### src/rtl/reg_bus_pkg.sv
// Shared types for the register-bus arbiter: sequencer states, default bus widths
// and the latched command record.
package reg_bus_pkg;

    localparam int REG_ADDR_W = 8;
    localparam int REG_DATA_W = 16;

    typedef enum logic [1:0] {
        ST_IDLE  = 2'd0,
        ST_ISSUE = 2'd1,
        ST_WAIT  = 2'd2,
        ST_RESP  = 2'd3
    } bus_state_t;

    // Field widths follow the package defaults; the top uses them for its bus widths too.
    typedef struct packed {
        logic                  write;
        logic [REG_ADDR_W-1:0] addr;
        logic [REG_DATA_W-1:0] wdata;
    } reg_cmd_t;

endpackage

### src/rtl/reg_bus_arbiter_rr_arbiter.sv
// Combinational round-robin pick: the first asserted request at or above ptr,
// wrapping modulo N.
module rr_arbiter #(
    parameter int N     = 4,
    parameter int IDX_W = $clog2(N)
) (
    input  logic [N-1:0]     req,
    input  logic [IDX_W-1:0] ptr,
    output logic [IDX_W-1:0] winner,
    output logic             any_req
);

    function automatic logic [IDX_W-1:0] wrap_idx(input logic [IDX_W-1:0] base,
                                                  input int unsigned      off);
        logic [IDX_W:0] s;
        s = {1'b0, base} + (IDX_W+1)'(off);
        if (s >= (IDX_W+1)'(N))
            s = s - (IDX_W+1)'(N);
        return s[IDX_W-1:0];
    endfunction

    // Walk from the farthest offset down so the nearest requester is written last and wins.
    always_comb begin
        winner = '0;
        for (int k = N - 1; k >= 0; k--) begin
            if (req[wrap_idx(ptr, k)])
                winner = wrap_idx(ptr, k);
        end
    end

    assign any_req = |req;

endmodule

### src/rtl/reg_bus_arbiter.sv
// Shares one register bus among N_REQ requesters: round-robin grant, one-cycle bus
// issue, fixed read latency wait, then a one-cycle acknowledge to the owner.
module reg_bus_arbiter
    import reg_bus_pkg::*;
#(
    parameter int N_REQ        = 4,
    parameter int ADDR_W       = REG_ADDR_W,
    parameter int DATA_W       = REG_DATA_W,
    parameter int READ_LATENCY = 1
) (
    input  logic                clk,
    input  logic                rst,
    input  logic [N_REQ-1:0]    req,
    input  logic [N_REQ-1:0]    req_write,
    input  logic [N_REQ*ADDR_W-1:0] req_addr,
    input  logic [N_REQ*DATA_W-1:0] req_wdata,
    output logic [N_REQ-1:0]    gnt,
    output logic [N_REQ-1:0]    ack,
    output logic [DATA_W-1:0]   rdata,
    output logic                bus_sel,
    output logic                write,
    output logic [ADDR_W-1:0]   address,
    output logic [DATA_W-1:0]   data_in,
    input  logic [DATA_W-1:0]   data_out
);

    localparam int IDX_W = $clog2(N_REQ);
    localparam int CNT_W = 2;

    bus_state_t          state_q, state_d;
    logic [IDX_W-1:0]    owner_q, owner_d;
    logic [IDX_W-1:0]    ptr_q, ptr_d;
    logic [CNT_W-1:0]    wait_q, wait_d;
    logic [DATA_W-1:0]   rdata_q, rdata_d;
    reg_cmd_t            cmd_q, cmd_d;

    logic [IDX_W-1:0]    winner;
    logic                any_req;
    logic [N_REQ-1:0]    owner_1h;

    rr_arbiter #(
        .N     (N_REQ),
        .IDX_W (IDX_W)
    ) u_rr_arbiter (
        .req     (req),
        .ptr     (ptr_q),
        .winner  (winner),
        .any_req (any_req)
    );

    always_ff @(posedge clk or posedge rst) begin
        if (rst) begin
            state_q <= ST_IDLE;
            owner_q <= '0;
            ptr_q   <= '0;
            wait_q  <= '0;
            rdata_q <= '0;
            cmd_q   <= '0;
        end else begin
            state_q <= state_d;
            owner_q <= owner_d;
            ptr_q   <= ptr_d;
            wait_q  <= wait_d;
            rdata_q <= rdata_d;
            cmd_q   <= cmd_d;
        end
    end

    always_comb begin
        state_d = state_q;
        owner_d = owner_q;
        ptr_d   = ptr_q;
        wait_d  = wait_q;
        rdata_d = rdata_q;
        cmd_d   = cmd_q;
        case (state_q)
            ST_IDLE: begin
                if (any_req) begin
                    owner_d       = winner;
                    cmd_d.write   = req_write[winner];
                    cmd_d.addr    = req_addr[int'(winner)*ADDR_W +: ADDR_W];
                    cmd_d.wdata   = req_wdata[int'(winner)*DATA_W +: DATA_W];
                    ptr_d         = (winner == IDX_W'(N_REQ - 1)) ? '0 : winner + IDX_W'(1);
                    state_d       = ST_ISSUE;
                end
            end
            ST_ISSUE: begin
                if (cmd_q.write) begin
                    state_d = ST_RESP;
                end else begin
                    wait_d  = CNT_W'(READ_LATENCY - 1);
                    state_d = ST_WAIT;
                end
            end
            ST_WAIT: begin
                if (wait_q == '0) begin
                    rdata_d = data_out;
                    state_d = ST_RESP;
                end else begin
                    wait_d = wait_q - CNT_W'(1);
                end
            end
            ST_RESP: state_d = ST_IDLE;
            default: state_d = ST_IDLE;
        endcase
    end

    // Outputs decode only registered state, so req never reaches an output combinationally.
    assign owner_1h = N_REQ'(1) << owner_q;
    assign bus_sel  = (state_q == ST_ISSUE);
    assign write    = bus_sel & cmd_q.write;
    assign address  = bus_sel ? cmd_q.addr  : '0;
    assign data_in  = bus_sel ? cmd_q.wdata : '0;
    assign gnt      = bus_sel ? owner_1h : '0;
    assign ack      = (state_q == ST_RESP) ? owner_1h : '0;
    assign rdata    = rdata_q;

endmodule

### config.mk
export PLATFORM = sky130hd
export DESIGN_NAME = reg_bus_arbiter
export DESIGN_NICKNAME = d
export VERILOG_FILES = /design/src/rtl/reg_bus_pkg.sv /design/src/rtl/reg_bus_arbiter_rr_arbiter.sv /design/src/rtl/reg_bus_arbiter.sv
export SDC_FILE = /design/constraint.sdc
export NUM_CORES = 1
export LEC_CHECK = 0
export BUFFER_PORTS_ARGS = -buffer_cell sky130_fd_sc_hd__buf_2
export CAP_MARGIN = 20
export CORE_UTILIZATION = 41
export CTS_BUF_LIST = sky130_fd_sc_hd__clkbuf_4 sky130_fd_sc_hd__clkbuf_8
export CTS_CLUSTER_DIAMETER = 150
export DETAILED_ROUTE_END_ITERATION = 16
export PLACE_DENSITY_LB_ADDON = 0.2
export SLEW_MARGIN = 40
export SYNTH_ARGS = -nofsm -noshare
export SYNTH_HDL_FRONTEND = slang
export SYNTH_HIERARCHICAL = 1
export SYNTH_SLANG_ARGS = --single-unit
### constraint.sdc
create_clock -name clk -period 1.7 [get_ports clk]
set_clock_uncertainty 0.05 [all_clocks]
set_input_delay 0.34 -clock clk [delete_from_list [all_inputs] [get_ports clk]]
set_output_delay 0.34 -clock clk [all_outputs]
set_load 0.02 [all_outputs]
Yosys cells after proc, flatten, opt, wreduce, memory -nomap -nowiden
Cells that the tools add are included.
{"block": "word_totals", "ff_bits": 49, "out_inout_bits": 50, "inputBits": 122, "word_cells": 76}
{"block": "op_classes", "bitwise_logic": 1, "n_eq_ne": 8, "mux": 30, "add_sub_neg": 9, "n_lt_le_gt_ge": 9, "reduce_logical": 8, "shifts": 3}
{"cell": "$shiftx 64x7->16", "count": 1}
{"cell": "$shiftx 32x6->8", "count": 1}
{"cell": "$mux 2", "count": 13}
{"cell": "$mux 16", "count": 1}
{"cell": "$lt 2x3->1 const B", "count": 5}
{"cell": "$bmux 1 s2", "count": 5}
{"cell": "$sub 2x1->2 const B", "count": 5}
{"cell": "$ge 3x3->1 const B", "count": 3}
{"cell": "$mux 4", "count": 2}
{"cell": "$mux 8", "count": 1}
{"cell": "$ne 2x2->1 const B", "count": 4}
{"cell": "$pmux 2 s4", "count": 1}
{"cell": "$add 2x2->3 const B", "count": 2}
{"cell": "$eq 2x2->1 const B", "count": 3}
{"cell": "$mux 1", "count": 6}
{"cell": "$reduce_and 2->1", "count": 3}
{"cell": "$logic_not 2->1", "count": 2}
{"cell": "$pmux 2 s2", "count": 1}
{"cell": "$reduce_or 4->1", "count": 1}
{"cell": "$shl 1x2->4 const A", "count": 1}
{"cell": "$add 2x1->3 const B", "count": 1}
{"cell": "$ge 2x3->1 const B", "count": 1}
{"cell": "$reduce_and 3->1", "count": 1}
{"cell": "$add 2x1->2 const B", "count": 1}
{"cell": "3 further kinds", "count": 3}

Depth between registers and ports, before layout
Gate-level depths: netlist of the first run.
{"block": "logic_depth", "depth_word": 11, "depth_mapped": 7, "ltp_nobuf": 5}

By module
Netlist of the first run, hierarchy kept.
{"mod": "reg_bus_arbiter", "area_per_inst_um2": 2914.0, "seq_area_each_um2": 1226.2, "instances": 1, "cells_per_inst": 251}
{"mod": "rr_arbiter", "area_per_inst_um2": 71.3, "seq_area_each_um2": 0.0, "instances": 1, "cells_per_inst": 11}

Least setup slack after synthesis of the first run
Ideal clock, no wire load.
{"block": "synth_timing", "kind": "reg-to-output", "startpoint": "register state_q[1]", "endpoint": "output gnt[0]", "stages_incl_launch_ff": 5, "t_required_ps": 1310, "t_arrival_ps": 1577, "path_buffers": 1, "path_slack_ps": -267, "path_cell_list": "dfrtp_1 -> inv_1 -> ha_1 -> clkbuf_1 -> nor3b_1"}
{"block": "synth_between", "elab_chain_len": 2}
{"element": "start: declaration", "line_no": "reg_bus_arbiter.sv:30", "text": "bus_state_t state_q, state_d;"}
{"element": "start signal: assignment", "line_no": "reg_bus_arbiter.sv:60", "text": "state_q <= state_d;"}
{"element": "$eq 2x1->1", "line_no": "reg_bus_arbiter.sv:110", "text": "assign bus_sel = (state_q == ST_ISSUE);"}
{"element": "via bus_sel", "line_no": "reg_bus_arbiter.sv:20", "text": "output logic bus_sel,"}
{"element": "$mux 4", "line_no": "reg_bus_arbiter.sv:114", "text": "assign gnt = bus_sel ? owner_1h : '0;"}
{"element": "end: declaration", "line_no": "reg_bus_arbiter.sv:17", "text": "output logic [N_REQ-1:0] gnt,"}
The timed path passes the listed nets, and every way through them passes these cells.

Final worst setup path of the first run
{"block": "layout_timing", "startpoint": "register ptr_q[1]", "endpoint": "register cmd_q[24] in the netlist's numbering"}
{"block": "layout_between", "elab_chain_len": 11, "word_cells_on_any_way": 29, "cone_classes": "add/sub (7); order compare (4); mux (18)"}
{"element": "start: declaration", "line_no": "reg_bus_arbiter.sv:32", "text": "logic [IDX_W-1:0] ptr_q, ptr_d;"}
{"element": "start signal: assignment", "line_no": "reg_bus_arbiter.sv:62", "text": "ptr_q <= ptr_d;"}
{"element": "$add 2x2->3", "line_no": "reg_bus_arbiter_rr_arbiter.sv:16", "text": "s = {1'b0, base} + (IDX_W+1)'(off);"}
{"element": "$ge 3x3->1 / $sub 2x1->2 (equally long branches)", "line_no": "reg_bus_arbiter_rr_arbiter.sv:17, reg_bus_arbiter_rr_arbiter.sv:18"}
{"element": "$mux 2", "line_no": "reg_bus_arbiter_rr_arbiter.sv:17", "text": "if (s >= (IDX_W+1)'(N))"}
{"element": "$bmux 1 s2", "line_no": "reg_bus_arbiter_rr_arbiter.sv:26", "text": "if (req[wrap_idx(ptr, k)])"}
{"element": "$mux 1 (implied by the code)", "line_no": "reg_bus_arbiter_rr_arbiter.sv:26"}
{"element": "$mux 2 (3 in series)", "line_no": "reg_bus_arbiter_rr_arbiter.sv:26"}
{"element": "$mux 2 *", "line_no": "reg_bus_arbiter_rr_arbiter.sv:26"}
{"element": "via winner[0]", "line_no": "reg_bus_arbiter.sv:37", "text": "logic [IDX_W-1:0] winner;"}
{"element": "$bmux 1 s2 *", "line_no": "reg_bus_arbiter.sv:80", "text": "cmd_d.write = req_write[winner];"}
{"element": "$mux 1 (implied by the code) *", "line_no": "reg_bus_arbiter.sv:80"}
{"element": "end signal: assignment", "line_no": "reg_bus_arbiter.sv:65", "text": "cmd_q <= cmd_d;"}
{"element": "end: declaration", "line_no": "reg_bus_arbiter.sv:35", "text": "reg_cmd_t cmd_q, cmd_d;"}
The timed path passes the listed nets; every way through them passes the cells marked *. The select of a mux whose other input is x is not followed.
A chain may end at the register's enable or synchronous reset.

==> results by group, run 1 <==
STA
  • Setup repair after global routing missed its margin: yes
  • Slew Limit Headroom: 0.731
  • Worst slew pin tran: 404 ps
  • Worst Setup Slack, final: -124 ps
  • Fin crit share: 1.07
  • Max Fclk: 0.548 GHz
  • Tmin final: 1820 ps
  • Final setup fails: 60
  • Final hold viol count: 0
  • Pins Over Slew Limit: 0

Floorplanning
  • FP Rows: 30
  • Initial Utilization: 0.432
  • Die ar.: 7630 sq um
  • Die height: 87.3 um
  • IO Pins: 172
  • Core ar.: 6910 sq um
  • Die W: 87.3 um

Setup path
  • Critical path peak fanout: 5
  • Endpoint class of the critical path: flop
  • Worst path required time: 1830 ps
  • Worst path arrival time: 1950 ps
  • Reg2reg path depth: 6
  • Kind of critical path: flop to flop
  • Critical Path Start Type: flop

Hold path
  • Worst hold path class: primary input to flop
  • WHS Path Cells: 2

Synthesis
  • Post-Syn Area: 2990 sq um
  • Synth warn: 6
  • Cells after synthesis: 262
  • Seq/Total Area, Yosys: 0.411
  • Avg Synthesized Cell Area: 11.4 sq um
  • Mapped Nets: 391
  • Distinct cells, synth: 27
  • FF+latch count, synth: 49

Global route
  • Vias in the first global route: 2,673
  • Largest net degree at the start of global routing: 32
  • First-pass GRT wire length: 12.7 mm
  • Gr usage total: 0.215
  • Initial antenna violation count: 0
  • Gr ovfl total: 0

Clocking
  • Worst-path clk slew: 90 ps
  • CTS tree: built
  • Skew-Pair Late Insertion Delay: 300 ps
  • TritonCTS buffer count: 5
  • Sink Count: 49
  • H-tree levels: 2
  • Bufs on Longest Clock Path: 2
  • CTS root buf: clkbuf_8

Placement
  • RD Place Congestion: 0.746
  • Detailed Place HPWL: 5.96 mm
  • DP Area: 4160 sq um
  • Number of port buffers: 171
  • Cell count after placement: 533

Final layout
  • Leading cell types in the layout, fill and taps excluded: 144 x buf_2, 47 x dfrtp_1, 31 x nand2_1, 31 x buf_6, 23 x buf_4
  • Proportion of layout cells with a drive suffix above 1: 0.692
  • Fin nets: 592
  • Ant diodes: 0
  • Final Cell Area: 5150 sq um
  • Area delta synth->final: 72.4%
  • Fillers: 490
  • Final core utilization: 0.745
  • Commonest non-fill, non-tap cell in the layout: buf_2
  • Post-Layout Cell Count: 560

Power
  • Power, Total: 8.87 mW
  • Peak supply drop: 0.848 mV
  • Static Leakage: 2.44 nW
  • Pint: 5.33 mW
  • Clk network pwr share: 0.099
  • Power density over the cells: 1720 nW/um^2
  • Sw Share: 0.399
  • Logic pwr share: 0.664
  • Register share of total power: 0.236
  • Psw: 3.54 mW

Detailed routing
  • Vias: 2,852
  • Wire per inst: 16.7 um
  • WL final: 9.35 mm
  • Iter 0 DRT Violations: 70
  • Vias per inst: 5.09
  • Detail Route Antenna Nets: 0
  • Pre-antenna DRT Iters: 4
  • Post-route DRC: 0

Run status
  • Outcome: finished with violations
  • Failing checks: setup timing

Job
  • Max-cap violations: 0
## synthesized netlist by cell type
cell type	count	area (sq um)
mux2i_1	52	521
dfrtp_1	49	1230
nand2_1	32	120
and2_1	24	150
o221ai_2	20	300
mux2_1	19	214
buf_2	9	45.0
inv_1	8	30.0
ha_1	7	87.6
clkbuf_1	5	18.8
o221ai_1	5	43.8
a21oi_1	4	20.0
and3b_1	4	35.0
nor3b_1	4	30.0
and3_1	3	18.8
a211oi_1	2	15.0
a2bb2oi_1	2	17.5
buf_4	2	15.0
buf_6	2	22.5
nand3_1	2	10.0
nand3b_1	1	7.51
nor2_1	1	3.75
nor2b_1	1	6.26
o22ai_1	1	6.26
o31ai_1	1	7.51
or2_1	1	6.26
or4_1	1	7.51
## power by group through the flow
| stage | Combinational (mW) | Sequential, mW | Clock, mW |
|---|---|---|---|
| final | 5.89 | 2.10 | 0.881 |
| after global routing | 6.27 | 2.18 | 0.937 |
| after CTS | 4.83 | 2.07 | 0.894 |
| after detailed placement | 4.26 | 2.08 | 0 |
| after global placement | 4.18 | 2.06 | 0 |
| after floorplan | 2.71 | 2.26 | 0 |
## per-layer routing
metal / vias to the layer above / GRT usage / wire [um]
li1: 1356 / - / -
met1: 1379 / 0.259 / 3640
met2: 109 / 0.403 / 5100
met3: 8 / 0.0351 / 529
met4: 0 / 0.0402 / 80
met5: - / 0 / 0
## cells by family after synthesis
family                   count (synthesis)  synth area share
AND/OR/NAND/NOR                         74             0.132
adder cells (fa/ha/maj)                  7            0.0293
flip-flops                              49             0.411
multiplexers                            71             0.246
AO/OA/AOI/OAI                           35             0.137
buffers and inverters                   26            0.0440
## state kept, by name (all words and copies together) (netlist names)
register	count
wait_q	2
owner_q	2
state_q	2
ptr_q	2
cmd_q	25
rdata	16
## through the flow
step	hold WS, ps	setup TNS [ps]	setup WS, ps
floorplan	398	0	2.93
global placement	324	-2530	-112
detailed placement	327	-3800	-186
CTS	192	-3870	-104
global route	185	-7980	-227
finish	196	-4530	-124
## worst max-delay path, cell delays in order (launching register included)
cell	delay (ps)
dfrtp_1	450
mux2i_2	200
a211oi_4	260
buf_6	180
clkbuf_16	170
mux2i_1	240
o221ai_1	140
## final timing paths
kind                         endpoint  slack (ps)         from
max                         cmd_q[24]        -120     ptr_q[1]
min                          rdata[3]         200  data_out[3]
max reg2reg                 cmd_q[24]        -120     ptr_q[1]
min reg2reg                 cmd_q[15]         430    cmd_q[15]
max in group asynchronous  state_q[0]         660          rst
min in group asynchronous    rdata[7]         550          rst
## layout make-up
class / count / area [sq um] / area share
clock buffers: 6 / 82.6 / 0.0160
clock inverters: 2 / 37.5 / 0.00729
inverters: 8 / 30.0 / 0.00583
multi-input cells: 187 / 2110 / 0.409
flip-flops and latches: 49 / 1230 / 0.239
well taps: 96 / 120 / 0.0233
repair buffers: 212 / 1540 / 0.300
## what timing repair did
| item | in CTS | in global routing |
|---|---|---|
| setup endpoints to repair | 58 | 80 |
| pin swaps | 2 | 25 |
| setup buffers | 8 | 3 |
| hold endpoints to repair | 7 | 0 |
| resized for setup | 59 | 91 |
| hold buffers | 1 | 0 |
| gates cloned | 1 | 6 |
Power figures use the tool's default switching activity.
==> inputs of run 2 (changes only) <==
--- a/config.mk
+++ b/config.mk
@@ -13,2 +13,3 @@
 export DETAILED_ROUTE_END_ITERATION = 16
+export HOLD_SLACK_MARGIN = 0.03
 export PLACE_DENSITY_LB_ADDON = 0.2
==> constraint.sdc (replaced) <==
create_clock -name clk -period 1.7 [get_ports clk]
set_clock_uncertainty 0.05 [all_clocks]
set_input_delay 0.17 -clock clk [delete_from_list [all_inputs] [get_ports clk]]
set_output_delay 0.17 -clock clk [all_outputs]
set_load 0.02 [all_outputs]
==> results by group, run 2 (synthesis results as in run 1) <==
Detailed routing
  • WL final: 9.45 mm (+1.2%)
  • Post-route DRC: 0 (unchanged)
  • Detail Route Antenna Nets: 0 (unchanged)
  • Vias: 2,909 (+2.0%)
  • Vias per inst: 5.09 (about the same)
  • Pre-antenna DRT Iters: 4 (unchanged)
  • Iter 0 DRT Violations: 73 (+4.3%)
  • Wire per inst: 16.6 um (-0.79%)

Clocking
  • CTS tree: built
  • CTS root buf: clkbuf_8
  • Skew-Pair Late Insertion Delay: 300 ps (about the same)
  • H-tree levels: 2 (unchanged)
  • TritonCTS buffer count: 5 (unchanged)
  • Sink Count: 49 (unchanged)
  • Worst-path clk slew: 100 ps (about the same)
  • Bufs on Longest Clock Path: 2 (unchanged)

Placement
  • RD Place Congestion: 0.752 (+0.72%)
  • Detailed Place HPWL: 5.97 mm (+0.12%)
  • Number of port buffers: 171 (unchanged)

Setup path
  • Cell count along the critical path: 7 (+1)
  • Worst path required time: 1840 ps (about the same)
  • R2R Path End: cmd_q[17]
  • FF-to-FF setup slack: -100 ps (+20 ps)
  • CP cell instances: nor3b_1, buf_4, a211oi_4, buf_6, clkbuf_16, mux2i_4, o221ai_2
  • CP max stage delay: 410 ps (-40 ps)
  • Worst path arrival time: 1940 ps (about the same)
  • CP startpoint: ptr_q[0]
  • CP Buf/Inv Count: 3 (+1)
  • Top delay family on crit path: buffers and inverters
  • Critical path peak fanout: 5 (unchanged)
  • Reg2reg path depth: 7 (+1)
  • R2R Path Start: ptr_q[0]
  • Critical Path Start Type: flop
  • Worst Setup EP: cmd_q[17]
  • Endpoint class of the critical path: flop
  • Critical Path Slowest Stage Cell: dfrtp_1
  • Kind of critical path: flop to flop

STA
  • Pins Over Slew Limit: 0 (unchanged)
  • Worst slew pin tran: 396 ps (-7.96 ps)
  • Fin crit share: 1.06 (-0.0126)
  • Final setup fails: 26 (-57%)
  • Max Fclk: 0.555 GHz (+1.2%)
  • WHS: 39.0 ps (-157 ps)
  • Worst Setup Slack, final: -103 ps (+21.4 ps)
  • Slew Limit Headroom: 0.736 (+0.00492)
  • Tmin final: 1800 ps (-21.4 ps)
  • Final hold viol count: 0 (unchanged)
  • Setup repair after global routing missed its margin: yes

Final layout
  • Commonest non-fill, non-tap cell in the layout: buf_2
  • Ant diodes: 0 (unchanged)
  • Largest Register: cmd_q
  • Leading cell types in the layout, fill and taps excluded: 142 x buf_2, 49 x dfrtp_1, 39 x buf_6
  • Proportion of layout cells with a drive suffix above 1: 0.623 (-0.0687)
  • Max reg flops: 25 (unchanged)
  • Fillers: 518 (+5.7%)
  • Area delta synth->final: 71.3%
  • Final core utilization: 0.740 (-0.00489)
  • Fin nets: 603 (+1.9%)

Power
  • Peak supply drop: 0.846 mV (-0.17%)
  • Static Leakage: 2.50 nW (+2.3%)
  • Logic pwr share: 0.644 (-0.020)
  • Clk network pwr share: 0.117 (+0.018)
  • Pint: 5.29 mW (-0.70%)
  • Register share of total power: 0.239 (+0.003)
  • Sw Share: 0.396 (-0.00324)
  • Power density over the cells: 1710 nW/um^2 (-0.58%)
  • Psw: 3.47 mW (-2.0%)

Global route
  • Vias in the first global route: 2,945 (+10%)
  • Largest net degree at the start of global routing: 34 (+6.3%)
  • Initial antenna violation count: 0 (unchanged)
  • Gr usage total: 0.236 (+0.0208)
  • Gr ovfl total: 0 (unchanged)
  • First-pass GRT wire length: 13.7 mm (+8.2%)

Job
  • Max-cap violations: 0 (unchanged)

Floorplanning
  • Die ar.: 7630 sq um (unchanged)
  • Die height: 87.3 um (unchanged)
  • Core ar.: 6910 sq um (unchanged)
  • Die W: 87.3 um (unchanged)
  • Initial Utilization: 0.432 (unchanged)
  • IO Pins: 172 (unchanged)
  • FP Rows: 30 (unchanged)

Run status
  • Outcome: finished with violations
  • Failing checks: setup timing

Hold path
  • Worst hold path class: primary input to flop
run 2: layout make-up:
type / count / area [sq um] / share of cell area
clock buffer: 5 / 68.8 / 0.0135
clock inverter: 3 / 68.8 / 0.0135
inverter: 8 / 30.0 / 0.00587
multi-input combinational: 187 / 1900 / 0.372
sequential: 49 / 1230 / 0.240
tap: 96 / 120 / 0.0235
timing repair buffer: 223 / 1700 / 0.332
run 2: timing repair:
action	4_1_cts	5_1_grt
pin swaps	3	30
hold buffers	13	2
gates cloned	4	4
hold endpoints to repair	28	2
buffers inserted	7	0
setup endpoints to repair	55	56
resized for setup	43	96
run 2: routing by layer:
layer	part of all wire	vias up	track usage	wire length, um
met5	0	-	0	0
met4	0.0090	0	0.0522	85
met2	0.55	118	0.446	5160
li1	-	1380	-	-
met1	0.40	1400	0.272	3740
met3	0.049	11	0.0464	463
run 2: how the worst min path moves through the flow:
stage | slack, ps | from | depth (start not counted) | to
3_5_place_dp | 130 | rst | 2 | rdata[4]
5_1_grt | 40 | data_out[2] | 2 | rdata[2]
3_3_place_gp | 120 | rst | 2 | rdata[4]
6_report | 40 | data_out[5] | 2 | rdata[5]
2_1_floorplan | 250 | data_out[0] | 1 | rdata[0]
4_1_cts | 30 | data_out[5] | 2 | rdata[5]
run 2: metrics by stage:
step                      area, sq um  power (mW)  setup WS, ps  instances  TNS [ps]
after floorplan                  3020        4.92          25.1        262         0
after global placement           4150        6.22         -77.4        535     -1370
after detailed placement         4150        6.34          -133        535     -2320
after CTS                        4750        8.08          -119        567     -2180
after global routing             5110        9.25          -175        571     -4050
final                            5110        8.76          -103        571     -1540
run 2: power groups by stage:
stage               logic [mW]  registers, mW  clock network (mW)
floorplan                 2.66           2.26                   0
global placement          4.17           2.05                   0
detailed placement        4.26           2.08                   0
CTS                       5.00           2.05                1.04
global route              6.00           2.16                1.09
finish                    5.64           2.09                1.03
